**src/rtl/pdm_pkg.sv**
```systemverilog
// Shared constants and types for the PDM transmit/decode pair.
package pdm_pkg;

  localparam int FRAME_BITS = 14;
  localparam int DATA_W     = 16;

  // The decoder integrates PDM ones over one frame, so a full-scale sample
  // decodes to roughly sample >> DEC_SHIFT.
  localparam int DEC_WINDOW = 1 << FRAME_BITS;
  localparam int DEC_SHIFT  = DATA_W - FRAME_BITS;

  typedef enum logic {
    IDLE = 1'b0,
    RUN  = 1'b1
  } state_e;

endpackage

```
**src/rtl/pdm_tx_if.sv**
```systemverilog
// Sample handshake and PDM output bundle between a sample source and pdm_tx.
interface pdm_tx_if #(
  parameter int DATA_W = pdm_pkg::DATA_W
) ();

  logic              en;
  logic              smpl_vld;
  logic [DATA_W-1:0] lft_smpl;
  logic [DATA_W-1:0] rght_smpl;
  logic              smpl_rdy;
  logic              lft_PDM;
  logic              rght_PDM;
  logic              frame_strt;
  logic              underrun;

  modport master (
    output en, smpl_vld, lft_smpl, rght_smpl,
    input  smpl_rdy, lft_PDM, rght_PDM, frame_strt, underrun
  );

  modport slave (
    input  en, smpl_vld, lft_smpl, rght_smpl,
    output smpl_rdy, lft_PDM, rght_PDM, frame_strt, underrun
  );

endinterface

```
**src/rtl/pdm_mod_ch.sv**
```systemverilog
// One channel of a first-order sigma-delta modulator: the accumulator carry
// is the PDM bit. The accumulator is never cleared at frame boundaries so the
// residue keeps the long-term density exact.
module pdm_mod_ch #(
  parameter int DATA_W = pdm_pkg::DATA_W
) (
  input  logic              clk,
  input  logic              rst,
  input  logic              en_i,
  input  logic              clr_i,
  input  logic [DATA_W-1:0] inc_i,
  output logic              pdm_o
);

  logic [DATA_W-1:0] acc_q, acc_d;
  logic              pdm_q, pdm_d;
  logic [DATA_W:0]   sum;

  assign sum = {1'b0, acc_q} + {1'b0, inc_i};

  // Clear has priority; otherwise accumulate while running
  always_comb begin
    acc_d = acc_q;
    pdm_d = pdm_q;
    if (clr_i) begin
      acc_d = '0;
      pdm_d = 1'b0;
    end else if (en_i) begin
      acc_d = sum[DATA_W-1:0];
      pdm_d = sum[DATA_W];
    end
  end

  // Accumulator and PDM output register
  always_ff @(posedge clk or posedge rst) begin
    if (rst) begin
      acc_q <= '0;
      pdm_q <= 1'b0;
    end else begin
      acc_q <= acc_d;
      pdm_q <= pdm_d;
    end
  end

  assign pdm_o = pdm_q;

endmodule

```
**src/rtl/pdm_tx.sv**
```systemverilog
// Stereo PDM transmitter: double-buffered sample intake, frame timer and
// run/idle control around two modulator channels.
//
//   state | meaning
//   IDLE  | timer, accumulators and PDM held at 0; entry edge loads a frame
//   RUN   | modulating; boundary every 2^FRAME_BITS clocks
module pdm_tx #(
  parameter int FRAME_BITS = pdm_pkg::FRAME_BITS,
  parameter int DATA_W     = pdm_pkg::DATA_W
) (
  input logic     clk,
  input logic     rst,
  pdm_tx_if.slave bus
);
  import pdm_pkg::*;

  state_e                state_q, state_d;
  logic [FRAME_BITS-1:0] timer_q, timer_d;
  logic [DATA_W-1:0]     pend_l_q, pend_l_d, pend_r_q, pend_r_d;
  logic [DATA_W-1:0]     act_l_q, act_l_d, act_r_q, act_r_d;
  logic                  full_q, full_d;
  logic                  fs_q, fs_d;
  logic                  ur_q, ur_d;
  logic                  accept, entry, run, boundary;

  assign accept   = bus.smpl_vld & ~full_q;
  assign entry    = (state_q == IDLE) & bus.en;
  assign run      = (state_q == RUN) & bus.en;
  assign boundary = entry | (run & (timer_q == '1));

  // Next state and frame timer; dropping en leaves RUN on the same edge
  always_comb begin
    state_d = state_q;
    timer_d = '0;
    case (state_q)
      IDLE: if (bus.en) state_d = RUN;
      RUN: begin
        if (bus.en) timer_d = timer_q + 1'b1;
        else        state_d = IDLE;
      end
      default: state_d = IDLE;
    endcase
  end

  // Buffer handoff at boundaries, sample intake and boundary pulses
  always_comb begin
    pend_l_d = pend_l_q;
    pend_r_d = pend_r_q;
    act_l_d  = act_l_q;
    act_r_d  = act_r_q;
    full_d   = full_q;
    fs_d     = boundary;
    ur_d     = boundary & ~full_q & ~entry;
    if (boundary && full_q) begin
      act_l_d = pend_l_q;
      act_r_d = pend_r_q;
      full_d  = 1'b0;
    end
    // An accept on an empty boundary only fills pending; no bypass to active
    if (accept) begin
      pend_l_d = bus.lft_smpl;
      pend_r_d = bus.rght_smpl;
      full_d   = 1'b1;
    end
  end

  // FSM state register
  always_ff @(posedge clk or posedge rst) begin
    if (rst) state_q <= IDLE;
    else     state_q <= state_d;
  end

  // Timer, sample buffers and pulse registers
  always_ff @(posedge clk or posedge rst) begin
    if (rst) begin
      timer_q  <= '0;
      pend_l_q <= '0;
      pend_r_q <= '0;
      act_l_q  <= '0;
      act_r_q  <= '0;
      full_q   <= 1'b0;
      fs_q     <= 1'b0;
      ur_q     <= 1'b0;
    end else begin
      timer_q  <= timer_d;
      pend_l_q <= pend_l_d;
      pend_r_q <= pend_r_d;
      act_l_q  <= act_l_d;
      act_r_q  <= act_r_d;
      full_q   <= full_d;
      fs_q     <= fs_d;
      ur_q     <= ur_d;
    end
  end

  pdm_mod_ch #(.DATA_W(DATA_W)) u_lft (
    .clk   (clk),
    .rst   (rst),
    .en_i  (run),
    .clr_i (~run),
    .inc_i (act_l_q),
    .pdm_o (bus.lft_PDM)
  );

  pdm_mod_ch #(.DATA_W(DATA_W)) u_rght (
    .clk   (clk),
    .rst   (rst),
    .en_i  (run),
    .clr_i (~run),
    .inc_i (act_r_q),
    .pdm_o (bus.rght_PDM)
  );

  assign bus.smpl_rdy   = ~full_q;
  assign bus.frame_strt = fs_q;
  assign bus.underrun   = ur_q;

endmodule

```
**src/flat_wrapper.sv**
```systemverilog
// flat-port wrapper written by rule: the top's interface ports become plain ports
module pdm_tx_flat import pdm_pkg::*;
#(
  parameter int FRAME_BITS = pdm_pkg::FRAME_BITS,
  parameter int DATA_W     = pdm_pkg::DATA_W
)
  (clk, rst, bus_en, bus_smpl_vld, bus_lft_smpl, bus_rght_smpl, bus_smpl_rdy, bus_lft_PDM, bus_rght_PDM, bus_frame_strt, bus_underrun);
  pdm_tx_if #(.DATA_W(DATA_W)) bus_i ();
  input logic clk;
  input logic rst;
  input wire logic [$bits(bus_i.en)-1:0] bus_en;
  input wire logic [$bits(bus_i.smpl_vld)-1:0] bus_smpl_vld;
  input wire logic [$bits(bus_i.lft_smpl)-1:0] bus_lft_smpl;
  input wire logic [$bits(bus_i.rght_smpl)-1:0] bus_rght_smpl;
  output wire logic [$bits(bus_i.smpl_rdy)-1:0] bus_smpl_rdy;
  output wire logic [$bits(bus_i.lft_PDM)-1:0] bus_lft_PDM;
  output wire logic [$bits(bus_i.rght_PDM)-1:0] bus_rght_PDM;
  output wire logic [$bits(bus_i.frame_strt)-1:0] bus_frame_strt;
  output wire logic [$bits(bus_i.underrun)-1:0] bus_underrun;
  assign bus_i.en = bus_en;
  assign bus_i.smpl_vld = bus_smpl_vld;
  assign bus_i.lft_smpl = bus_lft_smpl;
  assign bus_i.rght_smpl = bus_rght_smpl;
  assign bus_smpl_rdy = bus_i.smpl_rdy;
  assign bus_lft_PDM = bus_i.lft_PDM;
  assign bus_rght_PDM = bus_i.rght_PDM;
  assign bus_frame_strt = bus_i.frame_strt;
  assign bus_underrun = bus_i.underrun;
  pdm_tx #(.FRAME_BITS(FRAME_BITS), .DATA_W(DATA_W)) u_core (.clk(clk), .rst(rst), .bus(bus_i));
endmodule
```
**config.mk**
```make
export PLATFORM = sky130hd
export DESIGN_NAME = pdm_tx_flat
export DESIGN_NICKNAME = d
export VERILOG_FILES = /design/src/rtl/pdm_pkg.sv /design/src/rtl/pdm_tx_if.sv /design/src/rtl/pdm_mod_ch.sv /design/src/rtl/pdm_tx.sv /design/src/flat_wrapper.sv
export SDC_FILE = /design/constraint.sdc
export NUM_CORES = 1
export LEC_CHECK = 0
export CAP_MARGIN = 20
export CORE_MARGIN = 8
export CORE_UTILIZATION = 35
export DETAILED_ROUTE_END_ITERATION = 8
export PLACE_DENSITY = 0.5
export SYNTH_ARGS = -nofsm -noshare
export SYNTH_HDL_FRONTEND = slang
export SYNTH_HIERARCHICAL = 1
export SYNTH_SLANG_ARGS = --single-unit
```
**constraint.sdc**
```tcl
create_clock -name clk -period 3.05 [get_ports clk]
set_clock_uncertainty 0.2 [all_clocks]
set_input_delay 0.305 -clock clk [delete_from_list [all_inputs] [get_ports clk]]
set_output_delay 0.305 -clock clk [all_outputs]
set_load 0.01 [all_outputs]
```
Yosys cells after proc, flatten, opt, wreduce, memory -nomap -nowiden. Cells that the tools add are included.

Bits in registers: 116. Input port bits: 36. Output and inout port bits: 5. Logic and storage cells: 38.

Add/subtract/negate cells: 3. Eq/ne operators: 1. Mux-type cells: 9. Bitwise logic cells: 10. Reductions and logical operators: 2.

Operator list (number): $add 16x16->17 (2); $mux 16 (2); $mux 14 (2); $add 14x1->14 const B (1); $eq 14x14->1 const B (1); $and 1x1->1 (6); $mux 1 (5); $not 1->1 (3); $reduce_bool 2->1 (1); $logic_and 1x1->1 (1); $or 1x1->1 (1).

Longest topological paths before layout. Gate-level depths: netlist of run 1.

Depth in word-level cells: 6. Gate-level depth with buffers: 9. Depth with buffers taken out: 9.

By module. The synthesis of run 1 kept the hierarchy.

Modules (own cells, without submodules): pdm_tx (times used 1, cells each 213, area an instance 3324.4 sq um, sequential area each 2052.0 sq um); pdm_mod_ch (times used 2, cells each 159, area an instance 1431.4 sq um, sequential area each 425.4 sq um).

Least setup slack after synthesis of run 1. No wires, ideal clock.

Kind: reg2reg. Start: register u_core.act_r_q[0]. End: register u_core.u_rght.acc_q[8]. Setup time: 126 ps. Data arrival time: 2036 ps. Data required time: 2724 ps. Slack: 688 ps. Stages on the path, launching flop included: 10. Buffers on the path: 0. Period minus slack after synthesis: 2362 ps. Path through: dfrtp_1 ha_1 inv_1 fa_1 nor2b_4 o31a_1 or4_1 a31oi_1 nor4_1 a221o_1.

Word-level cells in the longest chain between the ends: 2.

Ends and longest elaborated chain: start, declared (line pdm_tx.sv:20) `logic [DATA_W-1:0] act_l_q, act_l_d, act_r_q, act_r_d;`; start signal, assigned (line pdm_tx.sv:89) `act_r_q <= act_r_d;`; $add 16x16->17 (line pdm_mod_ch.sv:19) `assign sum = {1'b0, acc_q} + {1'b0, inc_i};`; $mux 16 (line pdm_mod_ch.sv:25) `if (clr_i) begin`; end signal, assigned (line pdm_mod_ch.sv:37) `acc_q <= '0;`; end signal, assigned (line pdm_mod_ch.sv:40) `acc_q <= acc_d;`; end, declared (line pdm_mod_ch.sv:15) `logic [DATA_W-1:0] acc_q, acc_d;`.

No other way between the ends. A chain may end at the register's enable or synchronous reset.

Final worst setup path of run 1.
Start: register u_core.act_r_q[0]. End: register u_core.u_rght.acc_q[10].

The elaborated chain is that of the path after synthesis.

==> impl_metrics.csv, run 1 <==
group,metric,value,unit
logic_synthesis,synthFlopType,"dfrtp_1",
clock_tree,htree_num_levels,4,
timing,worstMarginPinSlew,0.821,ns
worst_setup_path,crit_path_end_kind,"flip-flop",
clock_tree,cts_hold_buffers,0,
timing,setup_viol,0,
floorplan,die_area,0.0222,mm²
worst_setup_path,worst-r2r-setup-slack,0.44,ns
grt,grt_pass1_wl,23100,µm
route,wl_per_cell,16.7,µm
grt,antenna_found_initial,0,
grt,track_usage,13.1,%
worst_setup_path,reg2regPathDepth,9,
logic_synthesis,yosysSeqAreaShare,46.9,%
placement,pre_cts_slack,0.436,ns
timing,slew_violations,0,
placement,dpl.hpwl,9670,µm
pwr,clkPwrFrac,34.2,%
clock_tree,clk_latency,0.41,ns
logic_synthesis,muxShareOfSynthArea,14.7,%
floorplan,placementRows,48,
placement,gp_congestion,0.843,
pwr,p_total,5.49,mW
worst_setup_path,critical_path_class,"reg -> reg",
logic_synthesis,yosys.cell_types.count,54,
status,outcome,"completed",
timing,slew-limit-headroom,45.2,%
grt,grt_max_degree,59,
clock_tree,cts.sinks,116,
worst_setup_path,cp-start-kind,"flip-flop",
logic_synthesis,synthAdderAreaFrac,7.32,%
logic_synthesis,synthCells,531,
worst_setup_path,crit_slowest_cell,"a311oi_2",
route,ant_nets,0,
clock_tree,cts_resized,0,
floorplan,die_h,149,µm
worst_setup_path,worst-path-buf-inv,1,
logic_synthesis,synth_compound_area_share,13.0,%
worst_setup_path,crit_path_max_fanout,4,
logic_synthesis,synthXorXnorAreaFrac,3.40,%
timing,fin_crit_sh,85.5,%
timing,rsz0062_at_grt,"false",
clock_tree,cts_root_buffer,"clkbuf_16",
logic_synthesis,synth_edf_count,0,
timing,post-route-min-period,2.61,ns
route,dr_total_vias,4301,
pwr,p_comb_share,27.5,%
logic_synthesis,synth_top_family_by_area,"multiplexers",
logic_synthesis,syn_area_per_cell,11.7,µm²
worst_setup_path,r2r-start,"u_core/act_r_q[0]",
clock_tree,cts_max_path_buffers,2,
placement,io_buffer_count,40,
clock_tree,cts_setup_buffers,0,
worst_setup_path,arrival,2.70,ns
worst_setup_path,worst_r2r_endpoint,"u_core/u_rght/acc_q[10]",
logic_synthesis,synth_area,0.00619,mm²
timing,max_freq,383,MHz
worst_hold_path,hp-class,"in -> async",
cells_and_area,drive_gt1_share,19.9,%
floorplan,die_w,149,µm
worst_setup_path,crit_family,"compound AO/OA/AOI/OAI gates",
cells_and_area,mostFrequentLayoutCells,"dfrtp_1 (116), clkdlybuf4s50_1 (40), mux2_2 (35), nor2_1 (35), ha_1 (33)",
route,drt_wl_total,13700,µm
worst_setup_path,cp.required,3.14,ns
cells_and_area,diodes,0,
floorplan,ios,41,
pwr,p_per_area,738,mW/mm²
cells_and_area,synthToLayoutAreaGrowth,20.2,%
logic_synthesis,async_reset_ff_share,100,%
run,maxCapViolations,0,
worst_setup_path,cp_cell_sequence,"ha_1 -> inv_1 -> fa_1 -> nor2b_4 -> o31a_1 -> or2_1 -> a311oi_2 -> nor4_1 -> a221o_1",
route,routed_via_density,5.26,
timing,fin_setup_tns,0,ns
route,drc_errors,0,
clock_tree,cts_tree,"done",
floorplan,start_util,35.8,%
pwr,peakVddDrop,0.396,mV
worst_setup_path,max_stage_delay,0.42,ns
clock_tree,clkTransAtPathRegs,0.06,ns
logic_synthesis,yosys.area_share.simple,12.0,%
timing,hold_violations,0,
timing,fin_ws,0.442,ns
grt,grt_pass1_vias,4501,
pwr,p_int,3.84,mW
pwr,pwr-share-seq,38.3,%
floorplan,coreArea,0.0173,mm²
logic_synthesis,ys.warnings.count,6,
grt,grt_overflow_total,0,
cells_and_area,layout_commonest_cell,"dfrtp_1",
cells_and_area,nNetsFinal,651,
clock_tree,cts_buffers,17,
route,dr.pass1.iters,5,
route,drt_iter0_drc,219,
pwr,power.leakage,3.35,nW
logic_synthesis,ys_ff_latch,116,
logic_synthesis,synth.net_count,602,
pwr,switching_share,30.0,%
pwr,p_switching,1.65,mW
-- layer usage --
metal	wire length, µm	global-route usage (%)	up-vias
li1	-	-	2052
met1	6080	15.8	2150
met2	6840	21.9	79
met3	496	3.82	20
met4	235	4.39	0
met5	0	0	-
-- cell families after synthesis --
family                     after synthesis
AOI/OAI and AO/OA                      116
and+or+nand+nor                        131
buffers and inverters                   37
adders and majority gates               35
muxes                                   72
DFF                                    116
xor gates and xnor gates                24
-- flip-flops by register name, indices dropped and copies added (netlist names) --
name / cells
u_core/full_q: 1
u_core/act_l_q: 16
u_core/u_lft/pdm_o: 1
u_core/u_lft/acc_q: 16
u_core/u_rght/acc_q: 16
u_core/pend_r_q: 16
u_core/act_r_q: 16
u_core/timer_q: 14
u_core/bus.underrun: 1
u_core/u_rght/pdm_o: 1
u_core/bus.frame_strt: 1
u_core/pend_l_q: 16
u_core/state_q: 1
-- metrics by stage --
stage	cells	cell area [µm²]	hold slack, ns	util [%]
finish	818	7440	0.237	43.0
global route	818	7440	0.281	43.0
CTS	818	7440	0.269	43.0
detailed placement	786	6880	0.294	39.7
global placement	786	6880	0.288	39.7
floorplan	531	6190	0.0311	-
-- Yosys cell counts (6+ instances only) --
cell type | number | area share [%]
mux2i_1 | 8 | 1.3
nor3_1 | 9 | 0.73
dfrtp_1 | 116 | 47
a211oi_1 | 6 | 0.73
nor4_1 | 9 | 0.91
o21ai_0 | 18 | 1.5
a22o_1 | 8 | 1.1
clkbuf_1 | 8 | 0.49
xor2_1 | 10 | 1.4
nand2_1 | 21 | 1.3
nor3b_1 | 8 | 0.97
mux2_2 | 35 | 6.4
ha_1 | 33 | 6.7
a31oi_1 | 14 | 1.4
mux2_4 | 29 | 7.0
a21oi_1 | 30 | 2.4
and3_1 | 7 | 0.71
a21o_1 | 8 | 0.97
xnor2_1 | 14 | 2.0
inv_1 | 17 | 1.0
nor2_1 | 35 | 2.1
-- how the worst max path moves through the flow --
stage                            from                 endpoint  slack [ns]  depth (start not counted)
floorplan                         rst        u_core/act_l_q[0]        0.44                          1
global placement    u_core/act_r_q[0]  u_core/u_rght/acc_q[10]        0.48                          9
detailed placement  u_core/act_r_q[0]  u_core/u_rght/acc_q[10]        0.44                          9
CTS                 u_core/act_r_q[0]  u_core/u_rght/acc_q[10]        0.43                          9
global route        u_core/act_r_q[0]  u_core/u_rght/acc_q[10]        0.34                          9
finish              u_core/act_r_q[0]  u_core/u_rght/acc_q[10]        0.44                          9
-- power by group through the flow --
stage,combinational (mW),clock [mW],sequential (mW)
after floorplan,1.22,0,2.04
after global placement,1.47,0,2.13
after detailed placement,1.51,0,2.14
after CTS,1.52,1.93,2.12
after global routing,1.68,2.00,2.16
final,1.51,1.88,2.10
-- area by class of cell --
type                    instances  area [µm²]
fillers                      1639        9860
flip-flops and latches        116        2900
clock inverters                11         103
multi-input cells             378        3130
clock buffers                  21         460
well taps                     225         282
inverters                      17        65.1
repair buffers                 50         500
No activity file was read; power rests on OpenSTA's default activity.
==> run 2: changes to the inputs <==
- ABC_AREA: not set -> 1
- SYNTH_HIERARCHICAL: 1 -> not set
==> run 2 against run 1 <==
Effect of this change:
- wire length is 5.6% lower
- sequential share of layout area is 0.24 points higher
- cell area is 0.62% lower
- combinational power is 27% higher
- non-clock buffer count is 5 lower
- synthesized area is 0.51% lower
- die area is 0.45% lower
- worst hold slack worse by 0.018 ns
- via count is 9.6% higher
- core utilization is 0.12 points lower
- highest routed layer unchanged
==> impl_metrics.csv, run 2 <==
group,metric,value,unit
status,outcome,"completed",
clock_tree,cts_tree,"done",
cells_and_area,diodes,0,
logic_synthesis,yosys.cell_types.count,28,
route,dr_total_vias,4716,
timing,fin_crit_sh,73.6,%
clock_tree,clk_latency,0.41,ns
timing,worstMarginPinSlew,0.619,ns
logic_synthesis,yosysSeqAreaShare,47.2,%
timing,slew_violations,0,
worst_setup_path,worst-r2r-setup-slack,0.81,ns
worst_setup_path,crit_path_max_fanout,35,
logic_synthesis,syn_area_per_cell,8.15,µm²
timing,fin_setup_tns,0,ns
timing,setup_viol,0,
placement,gp_congestion,0.824,
floorplan,die_w,149,µm
route,ant_nets,0,
route,wl_per_cell,12.4,µm
timing,timing.hold.ws,0.219,ns
floorplan,start_util,35.7,%
placement,dpl.hpwl,9170,µm
cells_and_area,drive_gt1_share,10.1,%
grt,grtUsageMet1,18.2,%
logic_synthesis,ys.warnings.count,0,
timing,rsz0062_at_grt,"false",
pwr,p_per_area,848,mW/mm²
worst_setup_path,arrival,2.34,ns
route,routed_via_density,4.53,
clock_tree,cts.sinks,116,
worst_setup_path,r2r-start,"u_core.timer_q[0]",
floorplan,die_area,0.0221,mm²
clock_tree,cts_root_buffer,"clkbuf_16",
logic_synthesis,ys_ff_latch,116,
worst_setup_path,reg2regPathDepth,10,
clock_tree,cts_hold_buffers,0,
clock_tree,cts_buffers,17,
logic_synthesis,synth_top_area_share,47.2,%
cells_and_area,nNetsFinal,873,
cells_and_area,final_core_util,42.9,%
worst_setup_path,critPathCapture,"u_core.act_r_q[12]",
grt,grt_max_degree,117,
worst_hold_path,hp-class,"in -> async",
clock_tree,cts_setup_buffers,0,
route,drc_errors,0,
timing,slew-limit-headroom,58.7,%
clock_tree,clkTransAtPathRegs,0.06,ns
logic_synthesis,synth.net_count,826,
grt,top_usage_layer,"met2",
logic_synthesis,synthDominantAreaCellType,"dfrtp_1",
floorplan,placementRows,48,
logic_synthesis,netlist_top_cells_count,"nand2_1 (238), dfrtp_1 (116), inv_1 (109)",
grt,grt_pass1_vias,4710,
grt,grt_pass1_wl,22800,µm
floorplan,die_h,149,µm
pwr,power.leakage,3.88,nW
logic_synthesis,synth_area,0.00616,mm²
logic_synthesis,synthTopCellsByArea,"dfrtp_1 (47%), nand2_1 (15%), ha_1 (6.7%), inv_1 (6.6%), mux2_2 (5.9%)",
clock_tree,htree_num_levels,4,
clock_tree,cts_max_path_buffers,2,
timing,hold_violations,0,
cells_and_area,synthToLayoutAreaGrowth,20.1,%
cells_and_area,fillers,1707,
route,drt_wl_total,12900,µm
worst_setup_path,crit_path_end_kind,"flip-flop",
grt,grt_overflow_total,0,
cells_and_area,mostFrequentLayoutCells,"nand2_1 (238), dfrtp_1 (116), inv_1 (108), nand3_1 (52), nor2_1 (52)",
timing,post-route-min-period,2.24,ns
grt,met3_usage,2.61,%
clock_tree,cts_resized,0,
grt,antenna_found_initial,0,
pwr,peakVddDrop,0.429,mV
route,drt_iter0_drc,233,
worst_setup_path,worst_r2r_endpoint,"u_core.act_r_q[12]",
worst_setup_path,cp-start-kind,"flip-flop",
worst_setup_path,critical_path_class,"reg -> reg",
run,maxCapViolations,0,
floorplan,ios,41,
placement,io_buffer_count,40,
logic_synthesis,async_reset_ff_share,100,%
grt,track_usage,12.8,%
logic_synthesis,synth.most_common_cell,"nand2_1",
timing,max_freq,445,MHz
placement,place_inst,1008,
grt,use_met2,18.4,%
floorplan,coreArea,0.0172,mm²
cells_and_area,final_cell_count_no_fill,1040,
logic_synthesis,synthFlopType,"dfrtp_1",
route,dr.pass1.iters,4,
placement,placement.cell_area,0.00678,mm²
cells_and_area,design_area,0.00739,mm²
worst_setup_path,startpoint,"u_core.timer_q[0]",
logic_synthesis,synthCells,755,
cells_and_area,layout_commonest_cell,"nand2_1",
worst_setup_path,cp.required,3.14,ns
logic_synthesis,synth_edf_count,0,
[run 2: cell count changes after synthesis, moves of 9 or more]
| cell | before | now |
|---|---|---|
| nand3_1 | 4 | 52 |
| xnor2_1 | 14 | 2 |
| a21oi_1 | 30 | 44 |
| mux2_4 | 29 | 0 |
| a31oi_1 | 14 | 0 |
| nor2_1 | 35 | 52 |
| xor2_1 | 10 | 0 |
| nand2_1 | 21 | 238 |
| nor4_1 | 9 | 0 |
| inv_1 | 17 | 109 |
[run 2: kinds of logic after synthesis]
kind of cell	count (synthesis)	share of synthesized area, %
buffers and inverters	131	8.70
AND/OR/NAND/NOR	372	25.1
AO/OA/AOI/OAI	67	5.53
flip-flops	116	47.2
adder cells (fa/ha/maj)	35	7.36
XOR/XNOR	2	0.285
multiplexers	32	5.85
[run 2: worst min-delay path by stage]
stage	startpoint	slack, ns	to	depth (start not counted)
after global routing	bus_en	0.23	u_core.state_q	1
final	rst	0.22	u_core.pend_r_q[4]	3
after detailed placement	u_core.timer_q[0]	0.26	u_core.timer_q[0]	1
after global placement	u_core.timer_q[0]	0.24	u_core.timer_q[0]	1
after floorplan	bus_en	0.14	u_core.state_q	0
after CTS	bus_en	0.21	u_core.state_q	1
[run 2: area by class of cell]
cell class	instances	area [µm²]	share of cell area, %
inverters	114	432	5.84
repair buffers	45	450	6.09
clock buffers	21	450	6.09
flip-flops and latches	116	2900	39.3
multi-input cells	508	2720	36.8
well taps	225	282	3.81
clock inverters	11	158	2.13
[run 2: critical path, cell delays in order, from the launching register on]
cell	delay, ns
dfrtp_1	0.37
ha_1	0.17
nand2_1	0.07
inv_2	0.08
nand3_2	0.08
nor2_2	0.18
nand3_2	0.12
nand2_4	0.32
nand2_4	0.32
nand2_1	0.15
nand2_1	0.06
[run 2: per-stage QoR]
step | power (mW) | setup WS (ns)
after floorplan | 3.74 | 1.13
after global placement | 4.18 | 0.699
after detailed placement | 4.24 | 0.578
after CTS | 6.34 | 0.752
after global routing | 6.78 | 0.473
final | 6.27 | 0.805
[run 2: power by group]
group | total [mW] | switching, mW | internal (mW)
Clock | 2.07 | 0.689 | 1.38
Combinational | 1.92 | 1.15 | 0.766
Sequential | 2.28 | 0.275 | 2.01
Total | 6.27 | 2.11 | 4.15
[run 2: routing by layer]
metal | up-vias | part of all wire, %
li1 | 2478 | -
met1 | 2157 | 53
met5 | - | 0
met2 | 67 | 42
met3 | 14 | 3.1
met4 | 0 | 1.7
